--- config.mk ---
export PLATFORM = sky130hd
export DESIGN_NAME = axis_read_ctrl_flat
export DESIGN_NICKNAME = d
export VERILOG_FILES = /design/src/rtl/axis_read_ctrl_pkg.sv /design/src/rtl/axis_read_ctrl_if.sv /design/src/rtl/axis_cmd_fifo.sv /design/src/rtl/axis_read_ctrl.sv /design/src/flat_wrapper.sv
export SDC_FILE = /design/constraint.sdc
export NUM_CORES = 1
export LEC_CHECK = 0
export CORE_MARGIN = 2
export CORE_UTILIZATION = 59
export DETAILED_ROUTE_END_ITERATION = 12
export GPL_TIMING_DRIVEN = 0
export PLACE_DENSITY = 0.85
export SLEW_MARGIN = 40
export SYNTH_ARGS = -nofsm -noshare
export SYNTH_HDL_FRONTEND = slang
export SYNTH_SLANG_ARGS = --single-unit
--- constraint.sdc ---
create_clock -name i_clk -period 5.53 [get_ports i_clk]
set_clock_uncertainty 0.15 [all_clocks]
set_input_delay 0.553 -clock i_clk [delete_from_list [all_inputs] [get_ports i_clk]]
set_output_delay 0.553 -clock i_clk [all_outputs]
set_load 0.1 [all_outputs]
--- src/rtl/axis_read_ctrl_pkg.sv ---
// Shared types and constants for the read-command sequencer.
// State indices, the one-hot state encoding and the command FIFO entry width live here.
package axis_read_ctrl_pkg;

  localparam int unsigned S_IDLE   = 0;
  localparam int unsigned S_ID     = 1;
  localparam int unsigned S_ADDR   = 2;
  localparam int unsigned S_LEN    = 3;
  localparam int unsigned S_STREAM = 4;
  localparam int unsigned S_DONE   = 5;

  localparam int unsigned NUM_STATES        = 6;
  localparam int unsigned DEF_CONFIG_DWIDTH = 32;
  localparam int unsigned CMD_ENTRY_WIDTH   = 2 * DEF_CONFIG_DWIDTH;

  typedef enum logic [NUM_STATES-1:0] {
    StIdle   = NUM_STATES'(1 << S_IDLE),
    StId     = NUM_STATES'(1 << S_ID),
    StAddr   = NUM_STATES'(1 << S_ADDR),
    StLen    = NUM_STATES'(1 << S_LEN),
    StStream = NUM_STATES'(1 << S_STREAM),
    StDone   = NUM_STATES'(1 << S_DONE)
  } state_e;

  // FIFO entry is {addr, length}.
  function automatic int unsigned cmd_entry_width(input int unsigned dwidth);
    return 2 * dwidth;
  endfunction

endpackage

--- src/rtl/axis_read_ctrl_if.sv ---
// Bundle of command, config-bus and observed-stream signals around the read sequencer.
interface axis_read_ctrl_if #(
  parameter int unsigned AWIDTH = 5,
  parameter int unsigned DWIDTH = 32
);
  logic [DWIDTH-1:0] cmd_addr;
  logic [DWIDTH-1:0] cmd_length;
  logic              cmd_valid;
  logic              cmd_ready;
  logic [AWIDTH-1:0] cfg_addr;
  logic [DWIDTH-1:0] cfg_data;
  logic              cfg_valid;
  logic              strm_valid;
  logic              strm_ready;
  logic              busy;
  logic              done;

  modport master (
    output cmd_addr, cmd_length, cmd_valid, strm_valid, strm_ready,
    input  cmd_ready, cfg_addr, cfg_data, cfg_valid, busy, done
  );

  modport slave (
    input  cmd_addr, cmd_length, cmd_valid, strm_valid, strm_ready,
    output cmd_ready, cfg_addr, cfg_data, cfg_valid, busy, done
  );
endinterface

--- src/rtl/axis_cmd_fifo.sv ---
// Single-clock FIFO with first-word-fall-through output and registered full flag.
module axis_cmd_fifo
  import axis_read_ctrl_pkg::*;
#(
  parameter int unsigned WIDTH  = CMD_ENTRY_WIDTH,
  parameter int unsigned AWIDTH = 2
) (
  input  logic             i_clk,
  input  logic             i_rst,
  input  logic [WIDTH-1:0] i_wdata,
  input  logic             i_wvalid,
  output logic             o_wready,
  output logic [WIDTH-1:0] o_rdata,
  output logic             o_rvalid,
  input  logic             i_rready
);
  localparam int unsigned DEPTH = 1 << AWIDTH;

  logic [WIDTH-1:0]  r_mem [DEPTH];
  logic [AWIDTH-1:0] r_wptr;
  logic [AWIDTH-1:0] r_rptr;
  logic [AWIDTH:0]   r_count;
  logic              r_full;
  logic              w_push;
  logic              w_pop;
  logic [AWIDTH:0]   w_count_next;

  assign w_push       = i_wvalid & ~r_full;
  assign w_pop        = i_rready & (r_count != '0);
  assign w_count_next = r_count + (AWIDTH+1)'(w_push) - (AWIDTH+1)'(w_pop);

  assign o_wready = ~r_full;
  assign o_rvalid = (r_count != '0);
  assign o_rdata  = r_mem[r_rptr];

  always_ff @(posedge i_clk) begin
    if (i_rst) begin
      r_wptr  <= '0;
      r_rptr  <= '0;
      r_count <= '0;
      r_full  <= 1'b0;
    end else begin
      if (w_push) r_wptr <= r_wptr + AWIDTH'(1);
      if (w_pop)  r_rptr <= r_rptr + AWIDTH'(1);
      r_count <= w_count_next;
      // Full is registered so ready drops the cycle after the last slot is written.
      r_full  <= (w_count_next == (AWIDTH+1)'(DEPTH));
    end
  end

  always_ff @(posedge i_clk) begin
    if (w_push) r_mem[r_wptr] <= i_wdata;
  end

endmodule

--- src/rtl/axis_read_ctrl.sv ---
// Read-command sequencer: queues {addr, length}, writes the three-beat engine config,
// then counts stream handshakes and pulses done after exactly length words.
module axis_read_ctrl
  import axis_read_ctrl_pkg::*;
#(
  parameter int unsigned CMD_AWIDTH    = 2,
  parameter int unsigned CONFIG_ID     = 1,
  parameter int unsigned CONFIG_ADDR   = 23,
  parameter int unsigned CONFIG_DATA   = 24,
  parameter int unsigned CONFIG_AWIDTH = 5,
  parameter int unsigned CONFIG_DWIDTH = 32
) (
  input logic            i_clk,
  input logic            i_rst,
  axis_read_ctrl_if.slave io_bus
);
  localparam int unsigned EW = cmd_entry_width(CONFIG_DWIDTH);

  state_e                   r_state;
  logic [CONFIG_DWIDTH-1:0] r_cur_addr;
  logic [CONFIG_DWIDTH-1:0] r_cur_len;
  logic [CONFIG_DWIDTH-1:0] r_beat_cnt;
  logic                     r_cfg_valid;
  logic [CONFIG_AWIDTH-1:0] r_cfg_addr;
  logic [CONFIG_DWIDTH-1:0] r_cfg_data;

  logic [EW-1:0]            w_head;
  logic                     w_head_valid;
  logic                     w_pop_req;
  logic [CONFIG_DWIDTH-1:0] w_head_addr;
  logic [CONFIG_DWIDTH-1:0] w_head_len;
  logic                     w_count;
  logic [CONFIG_DWIDTH-1:0] w_cnt_next;
  logic                     w_reached;

  axis_cmd_fifo #(
    .WIDTH  (EW),
    .AWIDTH (CMD_AWIDTH)
  ) u_cmd_fifo (
    .i_clk    (i_clk),
    .i_rst    (i_rst),
    .i_wdata  ({io_bus.cmd_addr, io_bus.cmd_length}),
    .i_wvalid (io_bus.cmd_valid),
    .o_wready (io_bus.cmd_ready),
    .o_rdata  (w_head),
    .o_rvalid (w_head_valid),
    .i_rready (w_pop_req)
  );

  assign w_pop_req   = r_state[S_IDLE];
  assign w_head_addr = w_head[EW-1:CONFIG_DWIDTH];
  assign w_head_len  = w_head[CONFIG_DWIDTH-1:0];

  // Count saturates at cur_len so early beats can never overshoot the exit compare.
  assign w_count    = (r_state[S_ID] | r_state[S_ADDR] | r_state[S_LEN] | r_state[S_STREAM]) &
                      io_bus.strm_valid & io_bus.strm_ready & (r_beat_cnt != r_cur_len);
  assign w_cnt_next = r_beat_cnt + CONFIG_DWIDTH'(w_count);
  assign w_reached  = (w_cnt_next == r_cur_len);

  always_ff @(posedge i_clk) begin
    if (i_rst) begin
      r_state     <= StIdle;
      r_cur_addr  <= '0;
      r_cur_len   <= '0;
      r_beat_cnt  <= '0;
      r_cfg_valid <= 1'b0;
      r_cfg_addr  <= '0;
      r_cfg_data  <= '0;
    end else begin
      r_cfg_valid <= 1'b0;
      r_cfg_addr  <= '0;
      r_cfg_data  <= '0;
      if (w_count) r_beat_cnt <= w_cnt_next;
      unique case (r_state)
        StIdle: begin
          if (w_head_valid) begin
            r_cur_addr <= w_head_addr;
            r_cur_len  <= w_head_len;
            r_state    <= StId;
            // Zero-length commands pass through ID silently and finish without config beats.
            if (w_head_len != '0) begin
              r_cfg_valid <= 1'b1;
              r_cfg_addr  <= CONFIG_AWIDTH'(CONFIG_ADDR);
              r_cfg_data  <= CONFIG_DWIDTH'(CONFIG_ID);
            end
          end
        end
        StId: begin
          if (r_cur_len == '0) begin
            r_state <= StDone;
          end else begin
            r_state     <= StAddr;
            r_cfg_valid <= 1'b1;
            r_cfg_addr  <= CONFIG_AWIDTH'(CONFIG_DATA);
            r_cfg_data  <= r_cur_addr;
          end
        end
        StAddr: begin
          r_state     <= StLen;
          r_cfg_valid <= 1'b1;
          r_cfg_addr  <= CONFIG_AWIDTH'(CONFIG_DATA);
          r_cfg_data  <= r_cur_len;
        end
        StLen: begin
          r_state <= w_reached ? StDone : StStream;
        end
        StStream: begin
          if (w_reached) r_state <= StDone;
        end
        StDone: begin
          r_beat_cnt <= '0;
          r_state    <= StIdle;
        end
        default: r_state <= StIdle;
      endcase
    end
  end

  assign io_bus.cfg_valid = r_cfg_valid;
  assign io_bus.cfg_addr  = r_cfg_addr;
  assign io_bus.cfg_data  = r_cfg_data;
  assign io_bus.busy      = ~r_state[S_IDLE];
  assign io_bus.done      = r_state[S_DONE];

endmodule

--- src/flat_wrapper.sv ---
// flat-port wrapper written by rule: the top's interface ports become plain ports
module axis_read_ctrl_flat import axis_read_ctrl_pkg::*;
#(
  parameter int unsigned CMD_AWIDTH    = 2,
  parameter int unsigned CONFIG_ID     = 1,
  parameter int unsigned CONFIG_ADDR   = 23,
  parameter int unsigned CONFIG_DATA   = 24,
  parameter int unsigned CONFIG_AWIDTH = 5,
  parameter int unsigned CONFIG_DWIDTH = 32
)
  (i_clk, i_rst, io_bus_cmd_addr, io_bus_cmd_length, io_bus_cmd_valid, io_bus_strm_valid, io_bus_strm_ready, io_bus_cmd_ready, io_bus_cfg_addr, io_bus_cfg_data, io_bus_cfg_valid, io_bus_busy, io_bus_done);
  axis_read_ctrl_if #(.AWIDTH(5), .DWIDTH(32)) io_bus_i ();
  input logic i_clk;
  input logic i_rst;
  input wire logic [$bits(io_bus_i.cmd_addr)-1:0] io_bus_cmd_addr;
  input wire logic [$bits(io_bus_i.cmd_length)-1:0] io_bus_cmd_length;
  input wire logic [$bits(io_bus_i.cmd_valid)-1:0] io_bus_cmd_valid;
  input wire logic [$bits(io_bus_i.strm_valid)-1:0] io_bus_strm_valid;
  input wire logic [$bits(io_bus_i.strm_ready)-1:0] io_bus_strm_ready;
  output wire logic [$bits(io_bus_i.cmd_ready)-1:0] io_bus_cmd_ready;
  output wire logic [$bits(io_bus_i.cfg_addr)-1:0] io_bus_cfg_addr;
  output wire logic [$bits(io_bus_i.cfg_data)-1:0] io_bus_cfg_data;
  output wire logic [$bits(io_bus_i.cfg_valid)-1:0] io_bus_cfg_valid;
  output wire logic [$bits(io_bus_i.busy)-1:0] io_bus_busy;
  output wire logic [$bits(io_bus_i.done)-1:0] io_bus_done;
  assign io_bus_i.cmd_addr = io_bus_cmd_addr;
  assign io_bus_i.cmd_length = io_bus_cmd_length;
  assign io_bus_i.cmd_valid = io_bus_cmd_valid;
  assign io_bus_i.strm_valid = io_bus_strm_valid;
  assign io_bus_i.strm_ready = io_bus_strm_ready;
  assign io_bus_cmd_ready = io_bus_i.cmd_ready;
  assign io_bus_cfg_addr = io_bus_i.cfg_addr;
  assign io_bus_cfg_data = io_bus_i.cfg_data;
  assign io_bus_cfg_valid = io_bus_i.cfg_valid;
  assign io_bus_busy = io_bus_i.busy;
  assign io_bus_done = io_bus_i.done;
  axis_read_ctrl #(.CMD_AWIDTH(CMD_AWIDTH), .CONFIG_ID(CONFIG_ID), .CONFIG_ADDR(CONFIG_ADDR), .CONFIG_DATA(CONFIG_DATA), .CONFIG_AWIDTH(CONFIG_AWIDTH), .CONFIG_DWIDTH(CONFIG_DWIDTH)) u_core (.i_clk(i_clk), .i_rst(i_rst), .io_bus(io_bus_i));
endmodule
==> flow_summary.yaml <==
finish:
  fill_cells: 1688
  nNetsFinal: 1400
  diodes: 0
  drive_above_1_share_pct: 15.21
  layout_common_cells: "256 x edfxtp_1, 157 x nand2_1, 147 x dfxtp_1"
  mostFrequentLayoutCell: "edfxtp_1"
  final_cells: 1695
  syn_to_final_growth_pct: 17.09
placed_design:
  hpwl_um: 26040
  port_buffers: 108
  dp_cells: 1620
  gp_congestion: 0.9862
pwr:
  seq_power_share_pct: 43.4
  pwr_density_cell_nw_per_um2: 494.4
  vdd_drop_max_mv: 0.3121
  p_int_mw: 6.149
  power.switching_mw: 3.099
  p_comb_share_pct: 27.7
  netSwitchingFraction_pct: 33.51
  power_leakage_nw: 6.399
  clockPowerShare_pct: 28.9
clock_network:
  holdBufCountCts: 0
  clk_latency_ns: 0.54
  cts.path.max_buffers: 3
  cts_made_buffers: 41
  cts_tree: "built"
  root_buffer: "clkbuf_16"
  cts_sinks: 403
  cts-htree-levels: 2
  path_clk_slew_ns: 0.06
route:
  ant_nets: 0
  routed_wl_um: 39050
  route.detailed.drc: 0
  vias: 10353
  drtPass1Iterations: 7
  dr.first_iter.drc_count: 907
  wire_per_inst_um: 23.04
  viasPerCell: 6.108
grt:
  grt_start_max_net_pins: 39
  grt_pass1_wl_um: 59850
  track_usage_pct: 27.83
  grt_pass1_vias: 10617
  grt_overflow: 0
  antenna_found_initial: 0
yosys:
  ys.flop_type: "edfxtp_1"
  ys_ff_latch: 403
  postSynthAreaPerCell_um2: 13.70
  yosys.cell_types.count: 58
  seq_area_frac_synth_pct: 66.54
  yosys_warnings: 0
  synthCells: 1166
  async_flop_share_pct: 0
  synth_edf_count: 256
  syn-num-nets: 1244
  netlist_area_um2: 15980
die:
  die_area_um2: 28410
  die_h_um: 168.6
  coreArea_um2: 26800
  initial_core_util_pct: 59.61
  die_w_um: 168.6
  num_rows: 60
  ios: 110
timing:
  post-route-min-period_ns: 5.225
  finalMaxSlewViolations: 0
  timing.fmax_ghz: 0.1914
  hold_violations: 0
  final.setup.tns_ns: 0
  slew_headroom_pct: 45.77
  setup_viol: 0
  rsz0062_at_grt: "no"
  tightest_slew_ns: 0.8135
  post-route-period-util_pct: 94.48
critical_path:
  end_kind: "flop"
  crit_required_ns: 5.84
  worst_ep_arrival_time_ns: 5.54
  startpoint_type: "flop"
  critical_path_peak_fanout: 19
  crit_type: "flop to flop"
status:
  status: "completed"
flow_run:
  max_cap_viol_count: 0
hold_path:
  hold_path.class: "flop to flop"
sequential cells by signal, indices dropped and copies added (netlist names), named ones only:
| register | flops |
|---|---|
| u_core.u_cmd_fifo.r_wptr | 2 |
| u_core.r_cur_addr | 32 |
| u_core.u_cmd_fifo.r_rptr | 2 |
| u_core.io_bus.cfg_addr | 3 |
| u_core.r_cur_len | 32 |
| u_core.u_cmd_fifo.r_mem | 256 |
| u_core.u_cmd_fifo.r_full | 1 |
| u_core.u_cmd_fifo.r_count | 3 |
| u_core.io_bus.cfg_data | 32 |
| u_core.r_beat_cnt | 32 |
| u_core.r_state | 6 |
layer usage:
metal / track usage (%) / wire (um) / vias up / share of wire (%)
met5: 0 / 0 / - / 0
met4: 13.08 / 1870 / 0 / 4.8
met3: 5.237 / 3044 / 126 / 7.8
met2: 45.91 / 19110 / 513 / 49
met1: 36.19 / 15030 / 5090 / 38
li1: - / - / 4624 / -
timing repair:
| item | 4_1_cts | 5_1_grt |
|---|---|---|
| resized for setup | 0 | 0 |
| endpoints found under the setup margin | 1 | 0 |
| setup buffers | 0 | 0 |
power by group through the flow:
stage	Sequential [mW]	Combinational, mW	Clock, mW
after floorplan	4.01	1.70	0
after global placement	4.05	2.45	0
after detailed placement	4.05	2.50	0
after CTS	4.00	2.54	2.70
after global routing	4.04	2.75	2.81
final	4.01	2.57	2.67
logic make-up after synthesis:
group | share of synthesized area, %
adders and majority gates | 0.7519
DFF | 66.54
AOI/OAI and AO/OA | 5.216
xor gates and xnor gates | 4.605
buffers and inverters | 2.420
muxes | 9.211
and+or+nand+nor | 11.25
critical path, cell delays in order, from the launching register on:
cell       delay (ns)
dfxtp_1          0.31
clkbuf_1         0.32
xnor2_1          0.21
nor4b_1          0.18
and4_1           0.24
a21oi_1          0.38
buf_2            0.48
ha_1             0.38
ha_1             0.28
nand3_1          0.18
or3_4            0.44
nor3_4           0.42
nand2_2          0.11
or4_4            0.44
a2111oi_4        0.41
a32o_1           0.21
cell usage after synthesis, types with 5 or more instances:
| master | number | area [um2] |
|---|---|---|
| buf_1 | 6 | 22.52 |
| nor3_1 | 11 | 55.05 |
| a22oi_1 | 32 | 240.2 |
| o21ai_0 | 9 | 45.04 |
| nand4_1 | 21 | 131.4 |
| inv_1 | 17 | 63.81 |
| a211oi_1 | 5 | 37.54 |
| xor2_1 | 41 | 359.1 |
| nand3_1 | 20 | 100.1 |
| mux4_2 | 64 | 1441 |
| a21oi_1 | 73 | 365.4 |
| xnor2_1 | 43 | 376.6 |
| or3_1 | 5 | 31.28 |
| ha_1 | 8 | 100.1 |
| clkbuf_1 | 45 | 168.9 |
| and2_1 | 6 | 37.54 |
| nor4_1 | 25 | 156.4 |
| nor2_1 | 97 | 364.1 |
| nand2_1 | 157 | 589.3 |
| buf_4 | 9 | 67.56 |
| dfxtp_1 | 147 | 2943 |
| edfxtp_1 | 256 | 7687 |
path summary, 6_finish.rpt:
kind                            cells after the start                         startpoint  slack [ns]                           endpoint
worst max-delay path                               15   u_core.r_cur_len[8]$_SDFFE_PP0P_        0.31     u_core.r_state[5]$_SDFFE_PP0P_
worst max register to register                     15   u_core.r_cur_len[8]$_SDFFE_PP0P_        0.31     u_core.r_state[5]$_SDFFE_PP0P_
worst min register to register                      2  u_core.r_cur_addr[4]$_SDFFE_PP0P_        0.31  u_core.r_cur_addr[4]$_SDFFE_PP0P_
worst min-delay path                                2  u_core.r_cur_addr[4]$_SDFFE_PP0P_        0.31  u_core.r_cur_addr[4]$_SDFFE_PP0P_
through the flow:
stage / hold WS [ns] / setup slack, ns / utilization [%] / instance area, um2 / total power [mW]
finish: 0.3098 / 0.3055 / 69.79 / 18710 / 9.248
global route: 0.3226 / 0.09484 / 69.79 / 18710 / 9.603
CTS: 0.3005 / 0.4415 / 69.75 / 18690 / 9.233
detailed placement: 0.2977 / 0.09824 / 64.91 / 17400 / 6.552
global placement: 0.2920 / 0.1362 / 65.23 / 17480 / 6.495
floorplan: 0.2860 / 1.314 / - / 15980 / 5.712
cell type report:
class | count | area, um2 | area share [%]
inverters | 17 | 63.81 | 0.3411
clock inverters | 15 | 151.4 | 0.8094
multi-input cells | 677 | 4984 | 26.64
flip-flops and latches | 403 | 10630 | 56.83
clock buffers | 60 | 1150 | 6.147
repair buffers | 114 | 974.7 | 5.211
plain buffers | 68 | 325.3 | 1.739
well taps | 341 | 426.7 | 2.281
Power figures use the tool's default switching activity.
